## src/rtl/core_bus_arbiter.sv

```systemverilog
// core_bus_arbiter: serialises the core's instruction and data buses onto one memory port
package core_bus_arbiter_pkg;
  typedef enum logic [2:0] {MSIZE1, MSIZE2, MSIZE4, MSIZE8} msize_t;
  typedef struct packed {
    logic        valid;
    logic [31:0] addr;
  } ibus_req_t;
  typedef struct packed {
    logic        addr_ok;
    logic        data_ok;
    logic [31:0] data;
  } ibus_resp_t;
  typedef struct packed {
    logic        valid;
    logic [31:0] addr;
    msize_t      size;
    logic [3:0]  strobe;
    logic [31:0] data;
  } dbus_req_t;
  typedef struct packed {
    logic        addr_ok;
    logic        data_ok;
    logic [31:0] data;
  } dbus_resp_t;
endpackage

module core_bus_arbiter
  import core_bus_arbiter_pkg::*;
#(
  parameter bit RR_ENABLE = 1'b1
) (
  input  logic       clk,
  input  logic       reset,
  input  ibus_req_t  ireq,
  output ibus_resp_t iresp,
  input  dbus_req_t  dreq,
  output dbus_resp_t dresp,
  output dbus_req_t  mreq,
  input  dbus_resp_t mresp
);
  typedef enum logic [1:0] {IDLE, ADDR, DATA} state_t;
  typedef enum logic {OWN_I, OWN_D} owner_t;
  state_t state, stateNext;
  owner_t sel, selNext, last, lastNext;
  logic fwdAddrOk, fwdDataOk;
  // addr_ok only counts while the address phase is open; data_ok only once the address was accepted
  assign fwdAddrOk = (state == ADDR) && mresp.addr_ok;
  assign fwdDataOk = ((state == ADDR) && mresp.addr_ok && mresp.data_ok) || ((state == DATA) && mresp.data_ok);
  // state, owner and previous-grant registers
  always_ff @(posedge clk or posedge reset) begin
    if (reset) begin
      state <= IDLE;
      sel   <= OWN_I;
      last  <= OWN_I;
    end else begin
      state <= stateNext;
      sel   <= selNext;
      last  <= lastNext;
    end
  end
  // grant decision in IDLE and phase tracking of the single outstanding transaction
  always_comb begin
    stateNext = state;
    selNext   = sel;
    lastNext  = last;
    case (state)
      IDLE: begin
        if (dreq.valid && (!ireq.valid || !RR_ENABLE || last == OWN_I)) begin
          selNext   = OWN_D;
          stateNext = ADDR;
        end else if (ireq.valid) begin
          selNext   = OWN_I;
          stateNext = ADDR;
        end
      end
      ADDR: begin
        if (mresp.addr_ok) begin
          stateNext = mresp.data_ok ? IDLE : DATA;
          lastNext  = mresp.data_ok ? sel : last;
        end
      end
      DATA: begin
        if (mresp.data_ok) begin
          stateNext = IDLE;
          lastNext  = sel;
        end
      end
      default: stateNext = IDLE;
    endcase
  end
  // memory request from the owner during ADDR; responses steered to the owner only
  always_comb begin
    mreq  = '0;
    iresp = '0;
    dresp = '0;
    if (state == ADDR) begin
      if (sel == OWN_D) mreq = dreq;
      else begin
        mreq.valid = ireq.valid;
        mreq.addr  = ireq.addr;
        mreq.size  = MSIZE4;
      end
    end
    if (sel == OWN_I) begin
      iresp.addr_ok = fwdAddrOk;
      iresp.data_ok = fwdDataOk;
      iresp.data    = fwdDataOk ? mresp.data : '0;
    end else begin
      dresp.addr_ok = fwdAddrOk;
      dresp.data_ok = fwdDataOk;
      dresp.data    = fwdDataOk ? mresp.data : '0;
    end
  end
endmodule

```

## config.mk

```make
export PLATFORM = sky130hd
export DESIGN_NAME = core_bus_arbiter
export DESIGN_NICKNAME = d
export VERILOG_FILES = /design/src/rtl/core_bus_arbiter.sv
export SDC_FILE = /design/constraint.sdc
export NUM_CORES = 1
export LEC_CHECK = 0
export CAP_MARGIN = 5
export CORE_AREA = 2 2 108 110
export CTS_CLUSTER_DIAMETER = 120
export DETAILED_ROUTE_END_ITERATION = 6
export DIE_AREA = 0 0 110 112
export DONT_BUFFER_PORTS = 1
export PLACE_DENSITY = 0.3
export SLEW_MARGIN = 30
export SYNTH_ARGS = -nofsm -noshare
export SYNTH_HDL_FRONTEND = slang
export SYNTH_SLANG_ARGS = --single-unit
```

## constraint.sdc

```tcl
create_clock -name clk -period 1.3 [get_ports clk]
set_input_delay 0.26 -clock clk [delete_from_list [all_inputs] [get_ports clk]]
set_output_delay 0.26 -clock clk [all_outputs]
set_load 0.005 [all_outputs]
```

==> metrics.txt, run 1 <==
outcome finished with violations; failing checks negative setup slack; Hold Path Class in -> reg; worst hold path startpoint mresp[32]; relative slew slack 85.7%; DIE AREA 12300 µm²; fmax approximately 590 MHz; final net count around 380; fin cells 384; Crit. End Element output port; Boundary Pins 281; Yosys Warn Count 0; n_diodes 0; Final Hold Vio Count 0; clock buffer depth 2; Critical Path RT 1.04 ns; Core ar. 11200 µm²; Cell Pwr Density between 1500 and 2000 nW/µm²; TritonCTS Buffers 3; area growth from synthesis to layout 74.3%; via total after detailed routing 1649; Leak around 1.1 nW; CP Max Fanout 10; synthesized area 1530 µm²; CTS root buffer clkbuf_16; fin worst setup slack -0.386 ns; Worst-Margin Slew 0.210 ns; WP data arrival 1.43 ns; number of global-route vias before repair 1432; worst-path cell chain nand3b_4, a21oi_4, buf_6, buf_12, and2_4; Die X-Extent 110 µm; Clock Latency Late Sink about 0.23 ns; total track usage 8.48%; sequential area share after synthesis 6.56%; # placed instances 359; post-layout min period 1.69 ns; GP Congestion 0.785; Worst Path Buf+Inv 2; largest net degree at the start of global routing 39; period utilization 130%; Max Transition Viols Final 0; leading cell type in the layout, fill and taps excluded and2_1; final design utilization roughly a quarter; final setup violation count 140; CP max-delay cell dfrtp_2; Setup Slack @ Placement -0.168 ns; antenna-violating nets left 0; CP Launch Point state[1]; origin of the critical flop-to-flop path state[0]; Crit Path Class reg -> out; Worst-path clk slew 0.03 ns; die height 112 µm; layout cells sized above 1 between 50% and 60%; Synth cell types 24; register area just over 100 µm²; Syn Inst Count 217; Peak VDD IR between 0.0009 and 0.001 V; grt ovf 0; RSZ-0062 raised after global routing yes; initial antenna violation count 2; startpoint types flip-flop; Routed WL per cell 16.6 µm; syn avg cell area 7.03 µm²; Starting Density 13.7%; TritonRoute pass-1 iters 4; via density per instance 4.29; CP delay by family, top flip-flops; CTS H-tree lvls 1; Synth Net Count 358; Power Total 4.49 mW; clock sinks 4; Starting DRT DRC Count 24; Synth top area share 41.8%; post-detailed-placement half-perimeter wirelength 4700 µm; wire length of the first global-routing pass 7710 µm; I/O Buffers 0; Yosys reg bits 4; DRC Markers 0; Fillers ~1200; most frequent cells in the layout and2_1 (71), and2_4 (31), mux2i_1 (20); clk_skew approximately 0.00072 ns; CTS tree built; Post-Route WL 6380 µm; top cells by area, synth and2_1 (42%), mux2i_1 (22%), nor2_1 (8.6%), dfrtp_1 (6.6%), buf_6 (4.4%); Std-Cell Rows 39; number of max-cap violations 0; worst stage delay on the critical path 0.42 ns; cell taking the most area after synthesis and2_1; multi-input logic area around 1700 µm²
[stage by stage]
stage	instance area, µm²	setup TNS (ns)	hold slack (ns)
global placement	1810	-10.93	0.0515
CTS	2340	-44.68	0.0983
detailed placement	1810	-12.62	0.0557
floorplan	1580	-3.12	0.0261
global route	2660	-53.60	0.108
finish	2660	-43.07	0.108
[cell usage after synthesis]
cell / instances
a211oi_1: 1
a21oi_1: 3
a21oi_4: 2
a32o_1: 1
and2_1: 102
and3_1: 1
and3b_1: 1
buf_2: 4
buf_4: 6
buf_6: 6
clkbuf_1: 1
clkbuf_2: 2
dfrtp_1: 4
inv_1: 2
mux2i_1: 34
nand2_1: 4
nand2b_1: 2
nand2b_2: 1
nand3b_4: 1
nor2_1: 35
nor2b_1: 1
nor3_1: 1
o221ai_1: 1
or3_1: 1
[routing by layer]
layer	wire length (µm)	global-route usage, %	vias up
li1	-	-	740
met1	1950	8.05	732
met2	3670	17.1	165
met3	700	2.99	8
met4	22	1.27	4
met5	38	0	-
[what timing repair did]
item,in CTS,in global routing
hold buffers,1,0
buffers inserted,10,3
setup endpoints to repair,140,141
gates cloned,5,4
hold endpoints to repair,4,0
pin swaps,3,10
gates resized for setup,59,57
[final timing paths]
check | end | slack [ns] | depth (start not counted)
max reg2reg | last | 0.01 | 5
max in group asynchronous | state[1] | 0.75 | 2
min in group asynchronous | state[0] | 0.37 | 2
min reg2reg | state[0] | 0.61 | 2
min | state[1] | 0.11 | 1
max | dresp[11] | -0.39 | 5
[kinds of logic (layout without fill, tap and decap cells)]
group                  after synthesis  in the layout  synth area share, %
buffers and inverters               21             45                 10.1
AOI/OAI and AO/OA                    8              8                 4.84
DFF                                  4              4                 6.56
muxes                               34             34                 22.3
and+or+nand+nor                    150            150                 56.2
[flip-flops by register name (all words and copies together) (netlist names)]
signal and flops:
state 2, last 1, sel 1
[power breakdown]
group / internal, mW / switching (mW)
clock: 0.406 / 0.0985
sequential: 0.172 / 0.0587
combinational: 2.16 / 1.59
[cell type report]
cell class / instances / area share [%]
Multi-Input combinational cell: 192 / 63.8
Timing Repair Buffer: 39 / 22.4
Tap cell: 143 / 6.72
Sequential cell: 4 / 3.86
Clock buffer: 4 / 2.96
Inverter: 2 / 0.282
Note: power is estimated with default switching activity, not from simulation.
==> inputs of run 2 (changes only) <==
--- a/config.mk
+++ b/config.mk
@@ -6,10 +6,10 @@
 export NUM_CORES = 1
 export LEC_CHECK = 0
 export CAP_MARGIN = 5
-export CORE_AREA = 2 2 108 110
+export CORE_AREA = 2 2 109 111
 export CTS_CLUSTER_DIAMETER = 120
 export DETAILED_ROUTE_END_ITERATION = 6
-export DIE_AREA = 0 0 110 112
+export DIE_AREA = 0 0 111 113
 export DONT_BUFFER_PORTS = 1
 export PLACE_DENSITY = 0.3
 export SLEW_MARGIN = 30
==> metrics.txt, run 2 (same netlist as run 1, synthesis figures left out) <==
via density per instance between 4 and 5; GP Congestion 0.791; leading cell type in the layout, fill and taps excluded and2_1; Final Instance Area 2110 µm²; final net count 373; number of max-cap violations 0; Post-Route WL about 5400 µm; worst stage delay on the critical path 0.41 ns; worst-path cell chain nand3b_4, a21oi_4, buf_4, buf_12, and2_4; final setup violation count 139; sw power 1.33 mW; Critical Path RT 1.04 ns; switching fraction of total power 40.8%; Std-Cell Rows 39; antenna-violating nets left 0; Internal 1.94 mW; fmax 604 MHz; Clock Latency Late Sink 0.22 ns; Hold WS between 0.1 and 0.15 ns; CP Max Fanout 18; Power Total 3.27 mW; outcome finished with violations; startpoint types flip-flop; max reg flops 2; area growth from synthesis to layout 38.4%; most flop-heavy register state; Die X-Extent 111 µm; clock power share 14.9%; Hold Path Class in -> reg; Boundary Pins ~280; layout cells sized above 1 between 30% and 40%; clock buffer depth 2; die height 113 µm; Crit Path Class reg -> out; Worst-path clk slew 0.03 ns; wire length of the first global-routing pass about 6800 µm; Comb pwr share slightly below 80%; CTS root buffer clkbuf_16; fin cells 374; largest registers state x2, last x1, sel x1; via total after detailed routing 1592; initial antenna violation count 0; Starting DRT DRC Count 35; number of global-route vias before repair 1361; DIE AREA 12500 µm²; Core ar. 11300 µm²; period utilization 127%; Peak VDD IR ~0.00099 V; Max Transition Viols Final 0; total track usage roughly 6.9%; CTS H-tree lvls 1; CTS tree built; clk_skew 0.00430 ns; failing checks negative setup slack; largest net degree at the start of global routing 39; TritonCTS Buffers 3; post-detailed-placement half-perimeter wirelength 4540 µm; I/O Buffers 0; DRC Markers 0; Placed Area about 1800 µm²; clock sinks 4; CP delay by family, top flip-flops; Flop pwr share 6.8%; Starting Density a little over an eighth; Worst Path Buf+Inv 2; grt ovf 0; Worst-Margin Slew about 0.18 ns; most frequent cells in the layout and2_1 (82), mux2i_1 (31), nor2_1 (23); n_diodes 0; Final Hold Vio Count 0; Cell Pwr Density between 1500 and 2000 nW/µm²; TritonRoute pass-1 iters 4; WP data arrival 1.40 ns; Routed WL per cell ~15 µm; post-layout min period 1.66 ns; relative slew slack between 80% and 90%; Crit. End Element output port; RSZ-0062 raised after global routing yes; fin worst setup slack -0.357 ns; # placed instances 359; Leak 0.944 nW; CP max-delay cell dfrtp_2
[run 2: cell types whose count changed in the layout (fill, tap and decap cells not counted), sizes merged]
cell	delta
buf	-6
bufbuf	-1
clkbuf	-3
[run 2: final cells by class]
type / count / area [µm²]
Multi-Input combinational cell: 192 / 1390
Inverter: 2 / 7.51
Timing Repair Buffer: 29 / 357
Sequential cell: 4 / 103
Fill cell: 1248 / 9160
Clock buffer: 4 / 78.8
Tap cell: 143 / 179
[run 2: metal layers]
layer  vias up  GRT usage (%)  part of all wire, %
met4         0           1.75                 0.98
met3         4           1.18                   10
li1        712              -                    -
met2       164           14.9                   57
met5         -              0                    0
met1       712           6.46                   32
[run 2: timing repair]
action                                 4_1_cts  5_1_grt
setup endpoints to repair                  140      141
pin swaps                                    0        1
endpoints found under the hold margin        4        0
cloned                                       1        1
hold buffers                                 1        0
setup buffers                                4        5
gates resized for setup                     18       16
[run 2: final timing paths]
check,from,endpoint,slack [ns],depth (start not counted)
max,state[1],dresp[18],-0.36,5
min,mresp[32],state[1],0.11,1
max reg2reg,state[1],last,0.01,6
min reg2reg,state[1],state[0],0.58,2
max in group asynchronous,reset,state[1],0.75,2
min in group asynchronous,reset,last,0.37,2
[run 2: stage by stage]
step	TNS, ns	setup slack [ns]	util (%)
2_1_floorplan	-3.12	-0.0519	-
3_3_place_gp	-7.49	-0.118	16.2
3_5_place_dp	-8.53	-0.126	16.2
4_1_cts	-37.94	-0.359	18.0
5_1_grt	-47.67	-0.412	18.7
6_report	-39.79	-0.357	18.7
[run 2: power groups by stage]
stage          registers, mW  clock network (mW)  logic, mW
2_1_floorplan          0.200                   0       1.69
3_3_place_gp           0.211                   0       2.15
3_5_place_dp           0.210                   0       2.15
4_1_cts                0.223               0.500       2.34
5_1_grt                0.233               0.509       2.75
6_report               0.223               0.487       2.56
[run 2: worst reg2reg max path, delay by kind of cell (launching register included)]
| family | cells | cell delay, ns |
|---|---|---|
| and+or+nand+nor | 1 | 0.13 |
| muxes | 1 | 0.16 |
| AOI/OAI and AO/OA | 1 | 0.08 |
| buffers and inverters | 3 | 0.39 |
| DFF | 1 | 0.41 |
==> inputs of run 3 (changes only) <==
--- a/config.mk
+++ b/config.mk
@@ -11,7 +11,7 @@
 export DETAILED_ROUTE_END_ITERATION = 6
 export DIE_AREA = 0 0 111 113
 export DONT_BUFFER_PORTS = 1
-export PLACE_DENSITY = 0.3
+export PLACE_DENSITY = 0.34
 export SLEW_MARGIN = 30
 export SYNTH_ARGS = -nofsm -noshare
 export SYNTH_HDL_FRONTEND = slang
==> metrics.txt, run 3 (same netlist as run 1, synthesis figures left out) <==
outcome finished with violations; failing checks negative setup slack; Worst Path Buf+Inv 1; Placed Area 1790 µm²; max reg flops 2; CTS H-tree lvls 1; largest net degree at the start of global routing 39; Critical Path RT between 1 and 1.5 ns; Setup Slack @ Placement -0.113 ns; worst-path cell chain nand2b_1, a21oi_4, buf_12, and2_1; grt ovf 0; via density per instance 4.28; most flop-heavy register state; largest registers state x2, last x1, sel x1; worst stage delay on the critical path around 0.42 ns; clock sinks 4; RSZ-0062 raised after global routing yes; Worst Hold Depth 1; FF-to-FF End last; relative slew slack 88.3%; final design utilization between 10% and 20%; # placed instances 357; fin worst setup slack -0.334 ns; Peak VDD IR approximately 0.0008 V; fin cells 371; post-detailed-placement half-perimeter wirelength 4940 µm; reg-to-reg slack, setup 0.05 ns; clock buffer depth 2; Final Instance Area 2140 µm²; CTS tree built; clk_skew 0.00210 ns; origin of the critical flop-to-flop path state[0]; wire length of the first global-routing pass 7590 µm; worst hold path startpoint mresp[32]; Boundary Pins 281; Crit. End Element output port; die height 113 µm; Setup TNS Final -33.76 ns; final net count 369; layout cells sized above 1 around 34%; number of global-route vias before repair between 1000 and 1500; Worst-path clk slew 0.03 ns; Routed WL per cell 15.9 µm; post-layout min period 1.63 ns; area growth from synthesis to layout 40.2%; CP Max Fanout 32; DIE AREA roughly 13000 µm²; Max Transition Viols Final 0; Core ar. 11300 µm²; number of max-cap violations 0; I/O Buffers 0; DRC Markers 0; Final Hold Vio Count 0; TritonRoute pass-1 iters 3; Leak about 0.94 nW; Clock Latency Late Sink 0.23 ns; Fillers 1256; CP max-delay cell dfrtp_2; Starting DRT DRC Count 44; leading cell type in the layout, fill and taps excluded and2_1; CTS root buffer clkbuf_16; Power Total 3.50 mW; initial antenna violation count 1; Worst-Margin Slew 0.170 ns; startpoint types flip-flop; GP Congestion 0.821; path depth of the worst reg2reg path 5; most frequent cells in the layout and2_1 (79), mux2i_1 (32), nor2_1 (23), and2_4 (23), nor2_2 (11); period utilization 126%; fmax just over 600 MHz; Die X-Extent ~110 µm; antenna-violating nets left 0; Cell Pwr Density 1630 nW/µm²; TritonCTS Buffers 3; Worst Hold End state[1]; total track usage 7.85%; CP delay by family, top flip-flops; WP data arrival 1.37 ns; Hold Path Class in -> reg; Starting Density between 10% and 20%; Hold WS 0.100 ns; Post-Route WL ~5900 µm; via total after detailed routing 1589; Crit Path Class reg -> out; final setup violation count 139; Std-Cell Rows 39
==> run 3: changes by cell type in the layout (fill, tap and decap cells not counted), moves of 2 or more <==
cell     before  now
buf_4        16    8
and2_1       82   79
and2_4       20   23
a21oi_1       3    1
buf_6         3    5
buf_8         0    2
==> run 3: worst max-delay path by stage <==
stage | from | endpoint | cells past startpoint
5_1_grt | state[0] | iresp[8] | 5
2_1_floorplan | state[1] | dresp[23] | 4
6_report | sel | iresp[21] | 4
3_5_place_dp | state[1] | iresp[21] | 4
4_1_cts | state[1] | iresp[21] | 4
3_3_place_gp | state[0] | iresp[8] | 4
==> run 3: repair_timing <==
item,CTS,global route
setup endpoints to repair,140,141
buffers inserted,4,3
hold endpoints to repair,4,0
gates resized for setup,37,11
gates cloned,3,0
hold buffers,1,0
pin swaps,8,7
==> run 3: routing by layer <==
| layer | vias to the layer above | share of wire [%] | track usage (%) |
|---|---|---|---|
| met4 | 0 | 4.1 | 4.58 |
| met5 | - | 0 | 0 |
| met1 | 710 | 28 | 6.91 |
| met3 | 14 | 10 | 1.61 |
| met2 | 160 | 58 | 16.2 |
| li1 | 705 | - | - |
==> run 3: report_power, final <==
group / switching, mW / total, mW / internal, mW
logic: 1.29 / 2.77 / 1.48
registers: 0.0534 / 0.226 / 0.172
clock network: 0.0948 / 0.501 / 0.406
total: 1.44 / 3.50 / 2.06
==> run 3: area by class of cell <==
cell class	count	area (µm²)	area share, %
Multi-Input combinational cell	192	1420	66.3
Timing Repair Buffer	25	352	16.4
Tap cell	143	179	8.36
Sequential cell	4	103	4.80
Clock buffer	4	78.8	3.68
Inverter	2	7.51	0.351
Antenna cell	1	2.50	0.117
